`src/rtl/axi_wr_phase_guard_pkg.sv`:
```
// Shared types for the AXI write-phase watchdog: per-slot state and the
// phase encoding reported alongside a latched timeout.
package axi_wr_phase_guard_pkg;

    typedef enum logic [1:0] {
        FREE   = 2'd0,
        WAIT_W = 2'd1,
        WAIT_B = 2'd2
    } slot_state_e;

    localparam logic PHASE_AW_W = 1'b0;
    localparam logic PHASE_W_B  = 1'b1;

    function automatic logic phase_of(slot_state_e s);
        return (s == WAIT_B) ? PHASE_W_B : PHASE_AW_W;
    endfunction

endpackage

```
`src/rtl/wr_phase_slot.sv`:
```
// One tracked write transaction: lifecycle state, AXI ID and a down-counter
// that is reloaded on every phase entry and flags a timeout on a tick at zero.
module wr_phase_slot
    import axi_wr_phase_guard_pkg::*;
#(
    parameter int IdWidth  = 4,
    parameter int CntWidth = 10
) (
    input  logic                clk_i,
    input  logic                rst_i,
    input  logic                flush,
    input  logic                alloc,
    input  logic                alloc_wb,
    input  logic [IdWidth-1:0]  alloc_id,
    input  logic                wlast_hit,
    input  logic                b_hit,
    input  logic                tick,
    input  logic [CntWidth-1:0] budget_aw_w,
    input  logic [CntWidth-1:0] budget_w_b,
    output slot_state_e         state,
    output logic [IdWidth-1:0]  id,
    output logic                timeout
);

    typedef struct packed {
        slot_state_e         state;
        logic [IdWidth-1:0]  id;
        logic [CntWidth-1:0] cnt;
    } slot_t;

    slot_t q;

    // The top guarantees alloc, wlast_hit and b_hit are mutually exclusive
    // for a slot, so the priority order here only matters against tick.
    always_ff @(posedge clk_i) begin
        if (rst_i || flush) begin
            q <= '0;
        end else if (alloc) begin
            q.state <= alloc_wb ? WAIT_B : WAIT_W;
            q.id    <= alloc_id;
            q.cnt   <= alloc_wb ? budget_w_b : budget_aw_w;
        end else if (wlast_hit) begin
            q.state <= WAIT_B;
            q.cnt   <= budget_w_b;
        end else if (b_hit) begin
            q.state <= FREE;
            q.cnt   <= '0;
        end else if (tick && q.state != FREE && q.cnt != '0) begin
            q.cnt <= q.cnt - 1'b1;
        end
    end

    assign state   = q.state;
    assign id      = q.id;
    assign timeout = tick && (q.state != FREE) && (q.cnt == '0);

endmodule

```
`src/rtl/axi_wr_phase_guard.sv`:
```
// Passive AXI4 write-channel watchdog: tracks each outstanding write in a slot
// and times AW->last W and last W->B separately, latching the first offender.
module axi_wr_phase_guard
    import axi_wr_phase_guard_pkg::*;
#(
    parameter int NumSlots     = 8,
    parameter int IdWidth      = 4,
    parameter int CntWidth     = 10,
    parameter int PrescalerDiv = 1
) (
    input  logic                        clk_i,
    input  logic                        rst_i,
    input  logic                        aw_valid_i,
    input  logic                        aw_ready_i,
    input  logic [IdWidth-1:0]          aw_id_i,
    input  logic                        w_valid_i,
    input  logic                        w_ready_i,
    input  logic                        w_last_i,
    input  logic                        b_valid_i,
    input  logic                        b_ready_i,
    input  logic [IdWidth-1:0]          b_id_i,
    input  logic [CntWidth-1:0]         budget_aw_w_i,
    input  logic [CntWidth-1:0]         budget_w_b_i,
    input  logic                        reset_clear_i,
    output logic                        reset_req_o,
    output logic                        irq_o,
    output logic [IdWidth-1:0]          timeout_id_o,
    output logic                        timeout_phase_o,
    output logic                        overflow_o,
    output logic                        unexpected_b_o,
    output logic                        full_o,
    output logic [$clog2(NumSlots):0]   outstanding_o
);

    localparam int PtrW = $clog2(NumSlots);
    localparam int PreW = (PrescalerDiv > 1) ? $clog2(PrescalerDiv) : 1;

    // Prescaler: first tick lands PrescalerDiv cycles after reset release.
    logic [PreW-1:0] pre_cnt;
    logic            tick;

    assign tick = (pre_cnt == PreW'(PrescalerDiv - 1));

    always_ff @(posedge clk_i) begin
        if (rst_i)     pre_cnt <= '0;
        else if (tick) pre_cnt <= '0;
        else           pre_cnt <= pre_cnt + 1'b1;
    end

    function automatic logic [PtrW-1:0] lzc(input logic [NumSlots-1:0] v);
        logic [PtrW-1:0] idx;
        idx = '0;
        for (int i = NumSlots - 1; i >= 0; i--) begin
            if (v[i]) idx = PtrW'(i);
        end
        return idx;
    endfunction

    logic [PtrW-1:0]       tail, wptr, head;
    logic [PtrW:0]         early, outstanding;
    slot_state_e           slot_state [NumSlots];
    logic [IdWidth-1:0]    slot_id    [NumSlots];
    logic [NumSlots-1:0]   to_vec, b_match, b_rot;
    logic [2*NumSlots-1:0] b_dbl;
    logic [PtrW-1:0]       b_slot, to_idx;
    logic aw_hs, wl_hs, b_hs, tail_free, alloc, alloc_wb;
    logic wl_to_slot, wl_at_tail, b_free, early_sat;

    assign aw_hs      = aw_valid_i && aw_ready_i && !reset_clear_i;
    assign wl_hs      = w_valid_i && w_ready_i && w_last_i && !reset_clear_i;
    assign b_hs       = b_valid_i && b_ready_i && !reset_clear_i;
    assign tail_free  = (slot_state[tail] == FREE);
    assign alloc      = aw_hs && tail_free;
    assign wl_to_slot = wl_hs && (wptr != tail);
    assign wl_at_tail = wl_hs && (wptr == tail);
    // A last beat with no WAIT_W slot is data that outran its AW.
    assign alloc_wb   = alloc && ((early != '0) || wl_at_tail);
    assign early_sat  = wl_at_tail && !alloc_wb && (early == (PtrW+1)'(NumSlots));

    always_comb begin
        b_match = '0;
        for (int i = 0; i < NumSlots; i++) begin
            b_match[i] = (slot_state[i] == WAIT_B) && (slot_id[i] == b_id_i);
        end
    end

    // Rotate so bit 0 is the oldest slot; same-ID responses return in order.
    assign b_dbl  = {b_match, b_match};
    assign b_rot  = b_dbl[head +: NumSlots];
    assign b_slot = head + lzc(b_rot);
    assign b_free = b_hs && (b_match != '0);
    assign to_idx = lzc(to_vec);

    for (genvar g = 0; g < NumSlots; g++) begin : g_slot
        wr_phase_slot #(
            .IdWidth  (IdWidth),
            .CntWidth (CntWidth)
        ) u_slot (
            .clk_i       (clk_i),
            .rst_i       (rst_i),
            .flush       (reset_clear_i),
            .alloc       (alloc && (tail == PtrW'(g))),
            .alloc_wb    (alloc_wb),
            .alloc_id    (aw_id_i),
            .wlast_hit   (wl_to_slot && (wptr == PtrW'(g))),
            .b_hit       (b_free && (b_slot == PtrW'(g))),
            .tick        (tick),
            .budget_aw_w (budget_aw_w_i),
            .budget_w_b  (budget_w_b_i),
            .state       (slot_state[g]),
            .id          (slot_id[g]),
            .timeout     (to_vec[g])
        );
    end

    always_ff @(posedge clk_i) begin
        if (rst_i || reset_clear_i) begin
            tail            <= '0;
            wptr            <= '0;
            head            <= '0;
            early           <= '0;
            outstanding     <= '0;
            reset_req_o     <= 1'b0;
            timeout_id_o    <= '0;
            timeout_phase_o <= 1'b0;
            overflow_o      <= 1'b0;
            unexpected_b_o  <= 1'b0;
        end else begin
            if (alloc) tail <= tail + 1'b1;
            // Early allocation only happens with wptr == tail, so wptr follows tail.
            if (wl_to_slot || alloc_wb) wptr <= wptr + 1'b1;
            if (slot_state[head] == FREE && outstanding != '0) head <= head + 1'b1;

            if (wl_at_tail && !alloc_wb && !early_sat) early <= early + 1'b1;
            else if (alloc_wb && !wl_at_tail)          early <= early - 1'b1;

            if (alloc && !b_free)      outstanding <= outstanding + 1'b1;
            else if (b_free && !alloc) outstanding <= outstanding - 1'b1;

            if ((aw_hs && !tail_free) || early_sat) overflow_o <= 1'b1;
            if (b_hs && !b_free) unexpected_b_o <= 1'b1;

            if (!reset_req_o && to_vec != '0) begin
                reset_req_o     <= 1'b1;
                timeout_id_o    <= slot_id[to_idx];
                timeout_phase_o <= phase_of(slot_state[to_idx]);
            end
        end
    end

    assign full_o        = !tail_free;
    assign outstanding_o = outstanding;
    assign irq_o         = reset_req_o || overflow_o || unexpected_b_o;

endmodule

```
`config.mk`:
```
export PLATFORM = sky130hd
export DESIGN_NAME = axi_wr_phase_guard
export DESIGN_NICKNAME = d
export VERILOG_FILES = /design/src/rtl/axi_wr_phase_guard_pkg.sv /design/src/rtl/wr_phase_slot.sv /design/src/rtl/axi_wr_phase_guard.sv
export SDC_FILE = /design/constraint.sdc
export NUM_CORES = 1
export LEC_CHECK = 0
export CAP_MARGIN = 20
export CORE_MARGIN = 2
export CORE_UTILIZATION = 35
export CTS_BUF_LIST = sky130_fd_sc_hd__clkbuf_8
export CTS_CLUSTER_SIZE = 10
export DETAILED_ROUTE_END_ITERATION = 16
export GPL_TIMING_DRIVEN = 0
export PLACE_DENSITY = 0.5
export REMOVE_ABC_BUFFERS = 1
export SLEW_MARGIN = 20
export SYNTH_ARGS = -nofsm -noshare
export SYNTH_HDL_FRONTEND = slang
export SYNTH_SLANG_ARGS = --single-unit
```
`constraint.sdc`:
```
create_clock -name clk_i -period 6.5 [get_ports clk_i]
set_clock_uncertainty 0.1 [all_clocks]
set_input_delay 0.65 -clock clk_i [delete_from_list [all_inputs] [get_ports clk_i]]
set_output_delay 0.65 -clock clk_i [all_outputs]
set_load 0.02 [all_outputs]
```
After elaboration in Yosys (flattened, before gate mapping)
Cells that the tools add are included.
- $add $sub $neg: 17
- $lt $le $gt $ge: 3
- equality and inequality tests: 41
- shift operators: 1
- multiplexer cells: 91
- bitwise logic cells: 4
- reduce and logical (&&, ||, !) cells: 144
- operators by type and width (kind ; number):
    two-way mux 10 bit ; 33
    logical NOT 10 bit ; 8
    nonzero test 10 bit ; 8
    subtractor 10 x 1 -> 10 bit, second input constant ; 8
    logical AND 1 bit ; 78
    two-way mux 2 bit ; 31
    two-way mux 3 bit ; 16
    nonzero test 4 bit ; 10
    equality test 3 bit, second input constant ; 12
    equality test 4 bit ; 8
    two-way mux 4 bit ; 6
    nonzero test 3 bit ; 8
    nonzero test 2 bit ; 10
    binary-select mux 2 bit (select 3 bit) ; 3
    equality test 2 bit, second input constant ; 9
    equality test 3 x 2 -> 1 bit, second input constant ; 6
    nonzero test 8 bit ; 2
    variable part select 16 x 4 -> 8 bit ; 1
    binary-select mux 4 bit (select 3 bit) ; 1
    >= comparator 4 bit, second input constant ; 3
    NOT 3 -> 4 bit ; 3
    adder 3 x 1 -> 3 bit, second input constant ; 3
    equality test 3 x 1 -> 1 bit, second input constant ; 3
    logical NOT 3 bit ; 3
    other kinds (13) ; 28
- register bits: 154
- bits of input ports: 38
- logic and storage cells: 336

Logic depth before layout (Yosys ltp)
- depth in word-level cells: 17
- gate-level depth with buffers: 21
- gate-level depth less buffers: 20

By module
From an unflattened synthesis, not the netlist that was laid out.
- cell total of the unflattened synthesis: 1445
- area, all modules: 11990.2 um2
- modules (own cells, without submodules) (module ; instances ; cells each ; area an instance (um2) ; seq. area each (um2)):
    wr_phase_slot (g_slot[2].u_slot ...) ; 6 ; 133 ; 1101.1 ; 320.3
    axi_wr_phase_guard ; 1 ; 387 ; 3206.8 ; 520.5
    wr_phase_slot (g_slot[0].u_slot ...) ; 2 ; 130 ; 1088.5 ; 320.3

Worst setup path after synthesis
No wires, ideal clock.
- path type: input port to flip-flop
- from: input b_id_i[1]
- to: register g_slot[1].u_slot.q[9] (netlist name)
- setup time: 0.126 ns
- data arrival time: 4.658 ns
- required time: 6.274 ns
- slack: 1.616 ns
- stages on the path: 20
- buffers on the path: 2
- cells stage by stage: buf_4 xnor2_1 nand3_1 or3_1 and2_1 mux4_2 nor2b_1 a31oi_1 a21bo_2 o2111ai_1 o31a_1 ha_1 inv_1 fa_1 inv_1 nor3_1 buf_2 nand2_1 a221oi_1 o31ai_1
- word-level cells in the longest chain between the ends: 17
- elaborated cells on any way between the ends: 34
- ends and longest elaborated chain (what ; RTL line ; source):
    from (decl) ; axi_wr_phase_guard.sv:21 ; input logic [IdWidth-1:0] b_id_i,
    equality test 4 bit ; axi_wr_phase_guard.sv:83 ; b_match[i] = (slot_state[i] == WAIT_B) && (slot_id[i] == b_id_i);
    logical AND 1 bit ; axi_wr_phase_guard.sv:83 ;
    variable part select 16 x 4 -> 8 bit ; axi_wr_phase_guard.sv:89 ; assign b_rot = b_dbl[head +: NumSlots];
    two-way mux 3 bit (8 in a row) ; axi_wr_phase_guard.sv:54 ; if (v[i]) idx = PtrW'(i);
    adder 3 bit ; axi_wr_phase_guard.sv:90 ; assign b_slot = head + lzc(b_rot);
    equality test 3 x 1 -> 1 bit ; axi_wr_phase_guard.sv:106 ; .b_hit (b_free && (b_slot == PtrW'(g))),
    logical AND 1 bit (*) ; axi_wr_phase_guard.sv:106 ;
    two-way mux 10 bit ; wr_phase_slot.sv:45 ; end else if (b_hit) begin
    two-way mux 10 bit ; wr_phase_slot.sv:42 ; end else if (wlast_hit) begin
    two-way mux 10 bit ; wr_phase_slot.sv:38 ; end else if (alloc) begin
    to (decl) ; wr_phase_slot.sv:31 ; slot_t q;
Every way passes the cells marked *; elsewhere a longest branch is shown, timed or not.
A chain may end at the register's enable or synchronous reset.

Worst setup path in the final report
- from: input b_id_i[2]
- to: register g_slot[4].u_slot.q[9] (netlist name)
- word-level cells in the longest chain between the ends: 17
- elaborated cells on any way between the ends: 34
- ends and longest elaborated chain (what ; RTL line):
    equality test 4 bit ; axi_wr_phase_guard.sv:83
    logical AND 1 bit ; axi_wr_phase_guard.sv:83
    variable part select 16 x 4 -> 8 bit ; axi_wr_phase_guard.sv:89
    two-way mux 3 bit (8 in a row) ; axi_wr_phase_guard.sv:54
    adder 3 bit ; axi_wr_phase_guard.sv:90
    equality test 3 bit ; axi_wr_phase_guard.sv:106
    logical AND 1 bit (*) ; axi_wr_phase_guard.sv:106
    two-way mux 10 bit ; wr_phase_slot.sv:45
    two-way mux 10 bit ; wr_phase_slot.sv:42
    two-way mux 10 bit ; wr_phase_slot.sv:38
    to (decl) ; wr_phase_slot.sv:31
Marked as above.

==> impl_metrics.csv <==
group,metric,value,unit
yosys,synthArstFlopShare,0,
finish,drive_above_1_share,0.06916,
floorplan,die_y,178.6,um
setup_path,cpMaxStageDelayCell,"clkdlybuf4s50_1",
finish,area_growth,12.06,%
sta,finalHoldViolCount,0,
grt,grt_max_degree,54,
finish,nFillCells,3151,
yosys,yosysSeqAreaShare,0.2891,
worst_hold_path,hold_class,"reg -> reg",
grt,grt_pass1_wl,57.65,mm
placement,placed_area,11390,um2
sta,setup_tns,0,ns
setup_path,critPathKind,"in -> reg",
finish,fin_area,11950,um2
sta,hold_ws,0.3819,ns
run_status,status,"finished, final reports clean",
route,viasPerCell,5.920,
pwr,ir_drop,0.1171,mV
cts,clock-sinks,154,
placement,gp_congestion,0.8529,
setup_path,start_kind,"input port",
route,wl_per_cell,21.16,um
yosys,synthCells,1381,
cts,clk_latency,0.50,ns
route,dr.pass1.iters,6,
placement,port_buffers,51,
sta,slew_headroom,0.2422,
sta,drv_slew,0,
yosys,synth_warnings,0,
finish,n_antenna_cell,0,
finish,utilization,0.4011,
setup_path,crit_path_end_kind,"flop",
sta,setup-violations-final,0,
placement,dp_hpwl,26.64,mm
cts,cts_max_path_buffers,2,
grt,antenna_found_initial,0,
setup_path,cp.required,6.82,ns
grt,gr-usage-all-layers,0.2382,
cts,htreeDepth,4,
pwr,p_leak,4.425,nW
sta,rsz0062_at_grt,"false",
yosys,synth_edf_count,0,
route,drc,0,
route,drtIter0Drc,1034,
yosys,ys_types,84,
cts,clk_pin_slew_worst_paths,0.09,ns
yosys,syn_area,10670,um2
setup_path,critPathMostFrequentCell,"inv_1",
route,ant_nets,0,
route,vias,10530,
cts,cts_buffers,17,
job,maxCapViolCount,0,
finish,layout.nets,1443,
floorplan,die_area,31880,um2
floorplan,rows,63,
sta,fmaxAchievable,0.1596,GHz
yosys,avgSynthCellArea,7.723,um2
grt,grt_remaining_overflow,0,
yosys,synth.ff_latch_count,154,
floorplan,core_area,29800,um2
setup_path,cp.buffers_inverters,3,
grt,grt_pass1_vias,9766,
cts,hold_buffers,0,
floorplan,die_w,178.6,um
sta,fin_crit_sh,0.9640,
cts,cts_tree,"done",
sta,tightest_slew,1.121,ns
route,routed_wl,37.62,mm
pwr,powerDensity,172.8,nW/um2
setup_path,path_cells,"clkdlybuf4s50_1, xnor2_1, nand3_1, nor4b_2, mux2i_1, mux4_2, a31oi_1, a21bo_2, o2111ai_1, o31a_1, ha_1, inv_1, fa_1, inv_1, nor3_2, a211o_1, o211ai_1, o22ai_1",
floorplan,ios,52,
cts,root_buffer,"clkbuf_8",
floorplan,initial_core_util,0.3579,
sta,fin_crit,6.266,ns
setup_path,cpLargestDelayFamily,"compound AO/OA/AOI/OAI gates",
setup_path,cpPeakStageDelay,0.86,ns
yosys,synthFlopType,"dfxtp_1",
setup_path,critPathMaxFanout,14,
setup_path,worstPathArrival,6.58,ns
[timing repair]
item | CTS | global route
buffers inserted | 0 | 4
resized for setup | 0 | 5
endpoints found under the setup margin | 0 | 33
[through the flow]
stage	setup slack, ns	std cells	power [mW]
after floorplan	1.222	1294	1.064
after global placement	-0.9067	1735	1.163
after detailed placement	-0.5161	1741	1.170
after CTS	0.03566	1773	2.078
after global routing	0.02029	1778	2.137
final	0.2337	1778	2.065
[synthesized netlist by cell type (all sizes together), types with 3 or more instances]
cell	number	share of area
inv	41	0.014
and2	10	0.0061
xor2	22	0.019
mux4	7	0.015
o31ai	8	0.0061
fa	3	0.0056
nor4	34	0.021
mux2i	55	0.052
buf	32	0.019
nor2b	8	0.0047
a31oi	9	0.0053
a22o	20	0.016
a211o	6	0.0057
a221o	17	0.016
a21oi	133	0.066
ha	27	0.032
o2111ai	6	0.0061
xnor2	39	0.034
and3	10	0.0063
nor3	73	0.035
a21boi	5	0.0035
or3	11	0.0069
o211ai	9	0.0089
o31a	4	0.0033
o22ai	9	0.0053
clkbuf	55	0.019
nand3	77	0.037
nand4	11	0.0065
mux2	3	0.0035
nand2	141	0.050
nor3b	23	0.016
a211oi	18	0.013
a22oi	11	0.0077
nor2	166	0.058
a21o	6	0.0042
a221oi	7	0.0057
a222oi	22	0.021
dfxtp	154	0.29
nand3b	4	0.0028
or2	5	0.0032
o21ai	46	0.022
nor4b	4	0.0039
nand2b	6	0.0035
[per-layer routing]
layer  track usage  vias to the layer above  part of all wire
met2        0.3758                      336              0.46
met5             0                        -                 0
met4       0.07724                        0             0.023
met3       0.03794                       45             0.063
met1        0.3308                     5084              0.45
li1              -                     5061                 -
[worst paths after layout]
kind                          from                    end  slack [ns]  depth (start not counted)
max                      b_id_i[2]  g_slot[4].u_slot.q[9]        0.23                         18
max reg2reg                head[1]  g_slot[4].u_slot.q[9]        0.87                         17
min          g_slot[2].u_slot.q[1]  g_slot[2].u_slot.q[1]        0.38                          2
min reg2reg  g_slot[2].u_slot.q[1]  g_slot[2].u_slot.q[1]        0.38                          2
[worst register-to-register path: cells and delay by family, from the launching register on]
kind	cells	cell delay (ns)
and+or+nand+nor	4	1.53
AOI/OAI and AO/OA	7	1.68
DFF	1	0.71
buffers and inverters	3	0.37
muxes	1	0.47
adders and majority gates	2	0.67
[layout make-up]
class | instances | area [um2] | share of cell area
inverters | 41 | 153.9 | 0.01288
clock buffers | 19 | 261.5 | 0.02188
well taps | 390 | 488.0 | 0.04083
multi-input cells | 1100 | 7106 | 0.5945
flip-flops and latches | 154 | 3083 | 0.2580
repair buffers | 61 | 645.6 | 0.05402
clock inverters | 13 | 214.0 | 0.01790
[sequential cells by signal, summed over array words and instances, names as in the netlist, 3 cells and up]
| register | flops |
|---|---|
| wptr | 3 |
| tail | 3 |
| early | 4 |
| g_slot.u_slot.state | 16 |
| g_slot.u_slot.q | 80 |
| g_slot.u_slot.id | 32 |
| timeout_id_o | 4 |
| outstanding_o | 4 |
| head | 3 |
[logic make-up after synthesis]
group                      Yosys count  synth area share
and+or+nand+nor                    586            0.2624
other                                1         0.0003516
DFF                                154            0.2891
muxes                               65           0.06992
buffers and inverters              128           0.05279
AOI/OAI and AO/OA                  355            0.2336
adders and majority gates           31           0.03860
xor gates and xnor gates            61           0.05326
[power by group]
group | total, mW | switching, mW | internal, mW
combinational | 0.198 | 0.128 | 0.0697
clock | 0.911 | 0.429 | 0.483
sequential | 0.956 | 0.00821 | 0.948
[cell usage in the layout, fill, tap and decap left out, types with 7 or more instances in the layout]
cell type,count
a211oi_1,16
a21oi_1,127
a221o_1,17
a221oi_1,7
a222oi_1,22
a22o_1,20
a22oi_1,11
a31oi_1,9
and2_1,9
and3_1,9
clkbuf_8,19
clkdlybuf4s50_1,51
dfxtp_1,154
ha_1,27
inv_1,39
mux2i_1,54
mux4_2,7
nand2_1,141
nand3_1,76
nand4_1,11
nor2_1,165
nor2b_1,8
nor3_1,69
nor3b_1,23
nor4_1,32
o211ai_1,7
o21ai_0,37
o21ai_1,8
o22ai_1,9
o31ai_1,7
or3_1,10
xnor2_1,38
xor2_1,20
(Power assumes the default switching activity.)
